==> src/rtl/uart_tx_serial_if.sv <==
// ============================================================================
//  Module   : uart_tx_serial_if
//  Brief    : Parallel-side handshake and serial-line bundle for uart_tx_serial.
//  Revision : 1.0
// ============================================================================
`default_nettype none

interface uart_tx_serial_if;
    logic [7:0] DATA_IN;
    logic       LOAD;
    logic       READY;
    logic       CTS;
    logic       TX;
    logic       BUSY;
    logic       TX_DONE;

    modport master (
        output DATA_IN, LOAD, CTS,
        input  READY, TX, BUSY, TX_DONE
    );

    modport slave (
        input  DATA_IN, LOAD, CTS,
        output READY, TX, BUSY, TX_DONE
    );
endinterface

`default_nettype wire

==> src/rtl/uart_tx_serial.sv <==
// ============================================================================
//  Module   : uart_tx_serial
//  Brief    : MSB-first UART transmitter with mode-selected baud/parity/stop.
//             Optional macro UART_TX_CTS_EN enables CTS gating of frame start.
//  Revision : 1.0
// ============================================================================
`default_nettype none

module uart_tx_serial #(
    parameter logic [7:0] MODOS = 8'b10110101
) (
    input  wire logic         Clock,
    input  wire logic         Reset_n,
    uart_tx_serial_if.slave   bus
);

    localparam logic [13:0] c_DIV = (MODOS[7:6] == 2'b00) ? 14'd10416 :
                                    (MODOS[7:6] == 2'b01) ? 14'd5208  :
                                    (MODOS[7:6] == 2'b10) ? 14'd2604  :
                                                            14'd868;
    localparam logic [13:0] c_LAST = c_DIV - 14'd1;

    typedef enum logic [2:0] {
        S_IDLE     = 3'd0,
        S_WAIT_CTS = 3'd1,
        S_START    = 3'd2,
        S_DATA     = 3'd3,
        S_PARIDADE = 3'd4,
        S_STOP1    = 3'd5,
        S_STOP2    = 3'd6
    } state_t;

    state_t      r_state;
    logic [13:0] r_cnt;
    logic [2:0]  r_bit_idx;
    logic [7:0]  r_shift;
    logic        r_par;
    logic        r_tx;
    logic        r_ready;
    logic        r_busy;
    logic        r_done;
    logic        w_cts_ok;
    logic        w_bit_end;

`ifdef UART_TX_CTS_EN
    logic r_cts_s1;
    logic r_cts_s2;

    always_ff @(posedge Clock or negedge Reset_n) begin
        if (!Reset_n) begin
            r_cts_s1 <= 1'b0;
            r_cts_s2 <= 1'b0;
        end else begin
            r_cts_s1 <= bus.CTS;
            r_cts_s2 <= r_cts_s1;
        end
    end

    assign w_cts_ok = r_cts_s2;
`else
    logic w_unused_cts;
    assign w_unused_cts = bus.CTS;
    assign w_cts_ok     = 1'b1;
`endif

    assign w_bit_end = (r_cnt == c_LAST);

    always_ff @(posedge Clock or negedge Reset_n) begin
        if (!Reset_n) begin
            r_state   <= S_IDLE;
            r_cnt     <= 14'd0;
            r_bit_idx <= 3'd0;
            r_shift   <= 8'd0;
            r_par     <= 1'b0;
            r_tx      <= 1'b1;
            r_ready   <= 1'b1;
            r_busy    <= 1'b0;
            r_done    <= 1'b0;
        end else begin
            r_done <= 1'b0;
            case (r_state)
                S_IDLE: begin
                    r_cnt <= 14'd0;
                    if (bus.LOAD) begin
                        r_shift <= bus.DATA_IN;
                        r_par   <= 1'b0;
                        r_ready <= 1'b0;
                        r_busy  <= 1'b1;
                        r_state <= S_WAIT_CTS;
                    end
                end
                S_WAIT_CTS: begin
                    r_cnt <= 14'd0;
                    if (w_cts_ok) begin
                        r_tx    <= 1'b0;
                        r_state <= S_START;
                    end
                end
                S_START: begin
                    if (w_bit_end) begin
                        r_cnt     <= 14'd0;
                        r_bit_idx <= 3'd7;
                        r_tx      <= r_shift[7];
                        r_state   <= S_DATA;
                    end else begin
                        r_cnt <= r_cnt + 14'd1;
                    end
                end
                S_DATA: begin
                    if (w_bit_end) begin
                        r_cnt   <= 14'd0;
                        r_par   <= r_par ^ r_shift[7];
                        r_shift <= {r_shift[6:0], 1'b0};
                        if (r_bit_idx == 3'd0) begin
                            // Parity folds in the bit just finished, not yet in r_par.
                            if (MODOS[0]) begin
                                r_tx    <= r_par ^ r_shift[7] ^ MODOS[1];
                                r_state <= S_PARIDADE;
                            end else begin
                                r_tx    <= 1'b1;
                                r_state <= S_STOP1;
                            end
                        end else begin
                            r_bit_idx <= r_bit_idx - 3'd1;
                            r_tx      <= r_shift[6];
                        end
                    end else begin
                        r_cnt <= r_cnt + 14'd1;
                    end
                end
                S_PARIDADE: begin
                    if (w_bit_end) begin
                        r_cnt   <= 14'd0;
                        r_tx    <= 1'b1;
                        r_state <= S_STOP1;
                    end else begin
                        r_cnt <= r_cnt + 14'd1;
                    end
                end
                S_STOP1: begin
                    if (w_bit_end) begin
                        r_cnt <= 14'd0;
                        if (MODOS[5]) begin
                            r_ready <= 1'b1;
                            r_busy  <= 1'b0;
                            r_done  <= 1'b1;
                            r_state <= S_IDLE;
                        end else begin
                            r_state <= S_STOP2;
                        end
                    end else begin
                        r_cnt <= r_cnt + 14'd1;
                    end
                end
                S_STOP2: begin
                    if (w_bit_end) begin
                        r_cnt   <= 14'd0;
                        r_ready <= 1'b1;
                        r_busy  <= 1'b0;
                        r_done  <= 1'b1;
                        r_state <= S_IDLE;
                    end else begin
                        r_cnt <= r_cnt + 14'd1;
                    end
                end
                default: begin
                    r_cnt   <= 14'd0;
                    r_tx    <= 1'b1;
                    r_ready <= 1'b1;
                    r_busy  <= 1'b0;
                    r_state <= S_IDLE;
                end
            endcase
        end
    end

    assign bus.TX      = r_tx;
    assign bus.READY   = r_ready;
    assign bus.BUSY    = r_busy;
    assign bus.TX_DONE = r_done;

endmodule

`default_nettype wire

==> src/flat_wrapper.sv <==
// flat-port wrapper written by rule: the top's interface ports become plain ports
module uart_tx_serial_flat 
#(
    parameter logic [7:0] MODOS = 8'b10110101
)
  (Clock, Reset_n, bus_DATA_IN, bus_LOAD, bus_CTS, bus_READY, bus_TX, bus_BUSY, bus_TX_DONE);
  uart_tx_serial_if bus_i ();
  input  wire logic Clock;
  input  wire logic Reset_n;
  input wire logic [$bits(bus_i.DATA_IN)-1:0] bus_DATA_IN;
  input wire logic [$bits(bus_i.LOAD)-1:0] bus_LOAD;
  input wire logic [$bits(bus_i.CTS)-1:0] bus_CTS;
  output wire logic [$bits(bus_i.READY)-1:0] bus_READY;
  output wire logic [$bits(bus_i.TX)-1:0] bus_TX;
  output wire logic [$bits(bus_i.BUSY)-1:0] bus_BUSY;
  output wire logic [$bits(bus_i.TX_DONE)-1:0] bus_TX_DONE;
  assign bus_i.DATA_IN = bus_DATA_IN;
  assign bus_i.LOAD = bus_LOAD;
  assign bus_i.CTS = bus_CTS;
  assign bus_READY = bus_i.READY;
  assign bus_TX = bus_i.TX;
  assign bus_BUSY = bus_i.BUSY;
  assign bus_TX_DONE = bus_i.TX_DONE;
  uart_tx_serial #(.MODOS(MODOS)) u_core (.Clock(Clock), .Reset_n(Reset_n), .bus(bus_i));
endmodule
==> config.mk <==
export PLATFORM = sky130hd
export DESIGN_NAME = uart_tx_serial_flat
export DESIGN_NICKNAME = d
export VERILOG_FILES = /design/src/rtl/uart_tx_serial_if.sv /design/src/rtl/uart_tx_serial.sv /design/src/flat_wrapper.sv
export SDC_FILE = /design/constraint.sdc
export NUM_CORES = 1
export LEC_CHECK = 0
export BUFFER_PORTS_ARGS = -buffer_cell sky130_fd_sc_hd__clkbuf_2
export CORE_MARGIN = 2
export CORE_UTILIZATION = 62
export DETAILED_ROUTE_END_ITERATION = 12
export GPL_ROUTABILITY_DRIVEN = 0
export PLACE_DENSITY = 0.83
export SKIP_CTS_REPAIR_TIMING = 1
export SLEW_MARGIN = 20
export SYNTH_ARGS = -nofsm -noshare
export SYNTH_HDL_FRONTEND = slang
export SYNTH_SLANG_ARGS = --single-unit
==> constraint.sdc <==
create_clock -name Clock -period 2.42 [get_ports Clock]
set_clock_uncertainty 0.05 [all_clocks]
set_input_delay 0.242 -clock Clock [delete_from_list [all_inputs] [get_ports Clock]]
set_output_delay 0.242 -clock Clock [all_outputs]
set_load 0.02 [all_outputs]
[Word level (Yosys, flattened, before mapping)]
Cells that the tools add are included.
Storage, ports and cells
  logic and storage cells: 71
  input bits: 12
  bits in registers: 33
Operators by class
  $add $sub $neg: 2
  equality and inequality tests: 14
  muxes and demuxes: 30
  reductions and logical operators: 13
  bitwise logic cells: 3
Operators by type and width (number)
  two-way mux 14 bit: 2
  two-way mux 3 bit: 9
  one-hot mux 3 bit (6 select lines): 1
  two-way mux 8 bit: 2
  one-hot mux 8 bit (2 select lines): 1
  adder 14 x 1 -> 14 bit, second input constant: 1
  == test 14 x 12 -> 1 bit, second input constant: 1
  two-way mux 1 bit: 10
  != test 2 x 1 -> 1 bit, second input constant: 5
  == test 3 bit, second input constant: 3
  AND reduction 4 bit: 2
  == test 3 x 2 -> 1 bit, second input constant: 2
  logical NOT 3 bit: 2
  one-hot mux 1 bit (3 select lines): 2
  one-hot mux 3 bit (2 select lines): 1
  AND reduction 3 bit: 2
  AND reduction 6 bit: 1
  one-hot mux 1 bit (5 select lines): 1
  OR reduction 5 bit: 1
  != test 2 bit, second input constant: 2
  nonzero test 2 bit: 2
  OR reduction 4 bit: 1
  == test 3 x 1 -> 1 bit, second input constant: 1
  OR reduction 3 bit: 1
  5 further kinds: 6

[Depth between registers and ports, before layout]
  depth in word-level cells: 4
  mapped depth: 7
  depth with buffers taken out: 7

[Worst setup path after synthesis]
Ideal clock, no wire load.
  kind: flip-flop to flip-flop
  start: register u_core.r_cnt[0]
  end: register u_core.r_busy, in the netlist u_core.bus.BUSY
  library setup time: 82 ps
  period minus slack after synthesis: 1663 ps
  data required time: 2288 ps
  cell stages (with the launch flop): 7
  arrival: 1531 ps
  path slack: 757 ps
  cells stage by stage: dfrtp_1 > ha_1 > nand2_1 > and4b_4 > buf_6 > maj3_4 > o22ai_1
Between the ends
  word-level cells in the longest chain between the ends: 3
RTL lines
  start: declaration: RTL line uart_tx_serial.sv:34  | logic [13:0] r_cnt;
  start signal: assignment: RTL line uart_tx_serial.sv:106  | r_cnt <= r_cnt + 14'd1;
  start signal: assignment: RTL line uart_tx_serial.sv:128  | r_cnt <= r_cnt + 14'd1;
  start signal: assignment: RTL line uart_tx_serial.sv:137  | r_cnt <= r_cnt + 14'd1;
  == test 14 x 12 -> 1 bit: RTL line uart_tx_serial.sv:66  | assign w_bit_end = (r_cnt == c_LAST);
  != test 2 x 1 -> 1 bit (no source line)
  AND reduction 3 bit (no source line)
  end signal: assignment: RTL line uart_tx_serial.sv:77  | r_busy <= 1'b0;
  end signal: assignment: RTL line uart_tx_serial.sv:88  | r_busy <= 1'b1;
  end signal: assignment: RTL line uart_tx_serial.sv:145  | r_busy <= 1'b0;
  end: declaration: RTL line uart_tx_serial.sv:40  | logic r_busy;
Every way passes these cells.
A chain may end at the register's enable or synchronous reset.

[Worst setup path after layout]
  start: register u_core.r_cnt[0]
  end: register u_core.r_cnt[3]
Between the ends
  word-level cells in the longest chain between the ends: 3
RTL lines
  adder 14 x 1 -> 14 bit / == test 14 x 12 -> 1 bit (equally long branches)
  two-way mux 14 bit * (2 in a row)
Mark *: on every way between the ends. The rest lies on a longest branch, timed or not.

==> run metrics <==
status=completed; Power per Cell Area=576 nW/µm²; antenna viol nets, final=0; Clock Tree Buf Depth=2; CP top delay family=simple AND/OR/NAND/NOR gates; Worst-Skew Late Latency=340 ps; Tmin final=1900 ps; Slew headroom=46.9%; Largest stage delay, worst path=460 ps; post-route setup TNS=0 ps; number of synthesized flops with an enable pin=0; WP data arrival=2070 ps; ratio of final minimum period to clock period=78.5%; CTS tree=yes; Leak=0.909 nW; hpwl dp=2.19 mm; first-pass GRT wire length=5.55 mm; Cells after Synth=176; sequential share of the synthesized area=47.8%; VDD IR max=0.775 mV; Fmax=0.526 GHz; crit-path max FO=14; WS Path Type=reg2reg; commonest cells after routing, fill and taps aside=dfrtp_1 (31), nand2_1 (22), nor2_1 (19), clkbuf_2 (14), o21ai_0 (10); Syn Nets=191; Placed Cells=214; drt initial violations=37; fillers=207; clock root buffer=clkbuf_4; clock-pin transition on the worst setup and hold timing paths=110 ps; Least-Margin Pin Slew=796 ps; Num CTS Buffers=5; Initial Utilization=64.0%; most common cell after layout, fill and taps aside=dfrtp_1; Crit. End Element=flop; synthesized area=1730 µm²; Worst setup SP type=flop; Synth Register Bits=33; Syn Area/Cell=9.85 µm²; area grow syn2layout=9.52%; slowest CP cell=and4b_4; Finished Layout Cells=223; Port-buffer cells=14; first drt pass iteration count=4; total core area=2710 µm²; Fin. Hold Viols=0; total track usage=22.2%; max-slew violations=0; yosys synthesis warning count=0; ys async rst share=100%; vias per inst=5.78; final setup fails=0; number of diodes=0; Storage cell area=828 µm²; ratio of cells with drive above 1 in the final layout=18.8%; # Max-Cap Violations=0; vias in the first global route=1289; row count=19; # DRC=0; remaining global-route overflow=0; worst min path class=in2reg; required time of the worst setup path=2590 ps; Netlist cell types=42; wirelength, routed=3.07 mm; post-route cell area=1900 µm²; Placed Area=1790 µm²; # H-tree levels=2; die area=3240 µm²; prevailing post-synth register cell=dfrtp_1; buffers plus inverters on the worst setup path=0; die span in x=56.9 µm; fin nets=206; mean routed wirelength per cell=13.8 µm; CP Cell Sequence=ha_1 > nand2_1 > and4b_4 > or2_1 > nor2_1; maximum number of pins on one net before global-route repair=34; Hold WS=78.9 ps; unrepaired setup endpoints after global routing=no; # IOs=16; detailed-route via count=1289; CTS Sinks=33; Multi-input gate area=820 µm²; initial antenna violation count=0; die height=56.9 µm
## flip-flops by register name, summed over array words and instances, names as in the netlist
register / cells
u_core.bus.TX_DONE: 1
u_core.r_bit_idx: 3
u_core.r_shift: 8
u_core.r_state: 3
u_core.bus.BUSY: 1
u_core.r_par: 1
u_core.bus.TX: 1
u_core.r_cnt: 14
u_core.bus.READY: 1
## metrics by stage
stage | setup slack, ps | power, W | util, %
floorplan | 757 | 0.000567 | -
global placement | 592 | 0.000586 | 65.9
detailed placement | 524 | 0.000587 | 65.9
CTS | 501 | 0.00110 | 69.7
global route | 361 | 0.00113 | 70.1
finish | 520 | 0.00109 | 70.1
## cell type report
type                       count  share of cell area [%]
timing repair buffer          16                    4.61
tap                           31                    2.04
multi-input combinational    129                    43.1
sequential                    33                    43.6
inverter                       6                    1.19
clock inverter                 3                    3.43
clock buffer                   5                    1.98
## kinds of logic (layout without fill, tap and decap cells)
logic type | count (synthesis) | in the layout | share of synthesized area, %
multiplexers | 7 | 7 | 4.04
flip-flops | 33 | 33 | 47.8
XOR/XNOR | 15 | 15 | 7.58
adder cells (fa/ha/maj) | 4 | 4 | 2.96
AO/OA/AOI/OAI | 27 | 27 | 9.89
AND/OR/NAND/NOR | 76 | 76 | 22.8
buffers and inverters | 14 | 30 | 4.98
## per-layer routing
metal | up-vias | GRT usage, % | wire [µm]
met5 | - | 0 | 0
met3 | 11 | 5.53 | 125
met1 | 618 | 28.1 | 1350
met2 | 30 | 35.1 | 1510
met4 | 0 | 11.3 | 80
li1 | 630 | - | -
## where the power goes
| part | internal, W | switching [W] |
|---|---|---|
| clock | 0.000320 | 0.000198 |
| combinational | 0.00000952 | 0.0000143 |
| sequential | 0.000552 | 0.000000523 |
## cell usage after synthesis (2+ instances only)
cell type | count | area [µm²]
inv_1 | 6 | 22.5
nor2_1 | 19 | 71.3
dfstp_2 | 2 | 52.6
nor2_2 | 2 | 12.5
xnor2_1 | 6 | 52.6
xor2_1 | 9 | 78.8
a22o_1 | 2 | 17.5
ha_1 | 3 | 37.5
o21ai_0 | 10 | 50.1
nand4_1 | 4 | 25.0
nor3_1 | 2 | 10.0
and3_1 | 5 | 31.3
a21oi_1 | 4 | 20.0
buf_2 | 3 | 15.0
dfrtp_1 | 31 | 776
buf_6 | 4 | 45.0
mux2i_1 | 7 | 70.1
nand3_1 | 8 | 40.0
nand2_1 | 22 | 82.6
o21ai_1 | 5 | 25.0
## final timing paths
check / start / end / slack, ps / depth (start not counted)
min in group asynchronous: Reset_n / u_core.bus.BUSY / 460 / 2
worst max register to register: u_core.r_cnt[0] / u_core.r_cnt[3] / 520 / 5
max in group asynchronous: Reset_n / u_core.r_shift[4] / 1350 / 2
worst max-delay path: u_core.r_cnt[0] / u_core.r_cnt[3] / 520 / 5
worst min register to register: u_core.r_cnt[0] / u_core.r_cnt[0] / 440 / 1
worst min-delay path: bus_DATA_IN[0] / u_core.r_shift[0] / 80 / 2
## worst reg2reg max path, delay by kind of cell (launching register included)
kind                     cells  cell delay [ps]
AND/OR/NAND/NOR              4             1100
adder cells (fa/ha/maj)      1              230
flip-flops                   1              400
Note: power is estimated with default switching activity, not from simulation.
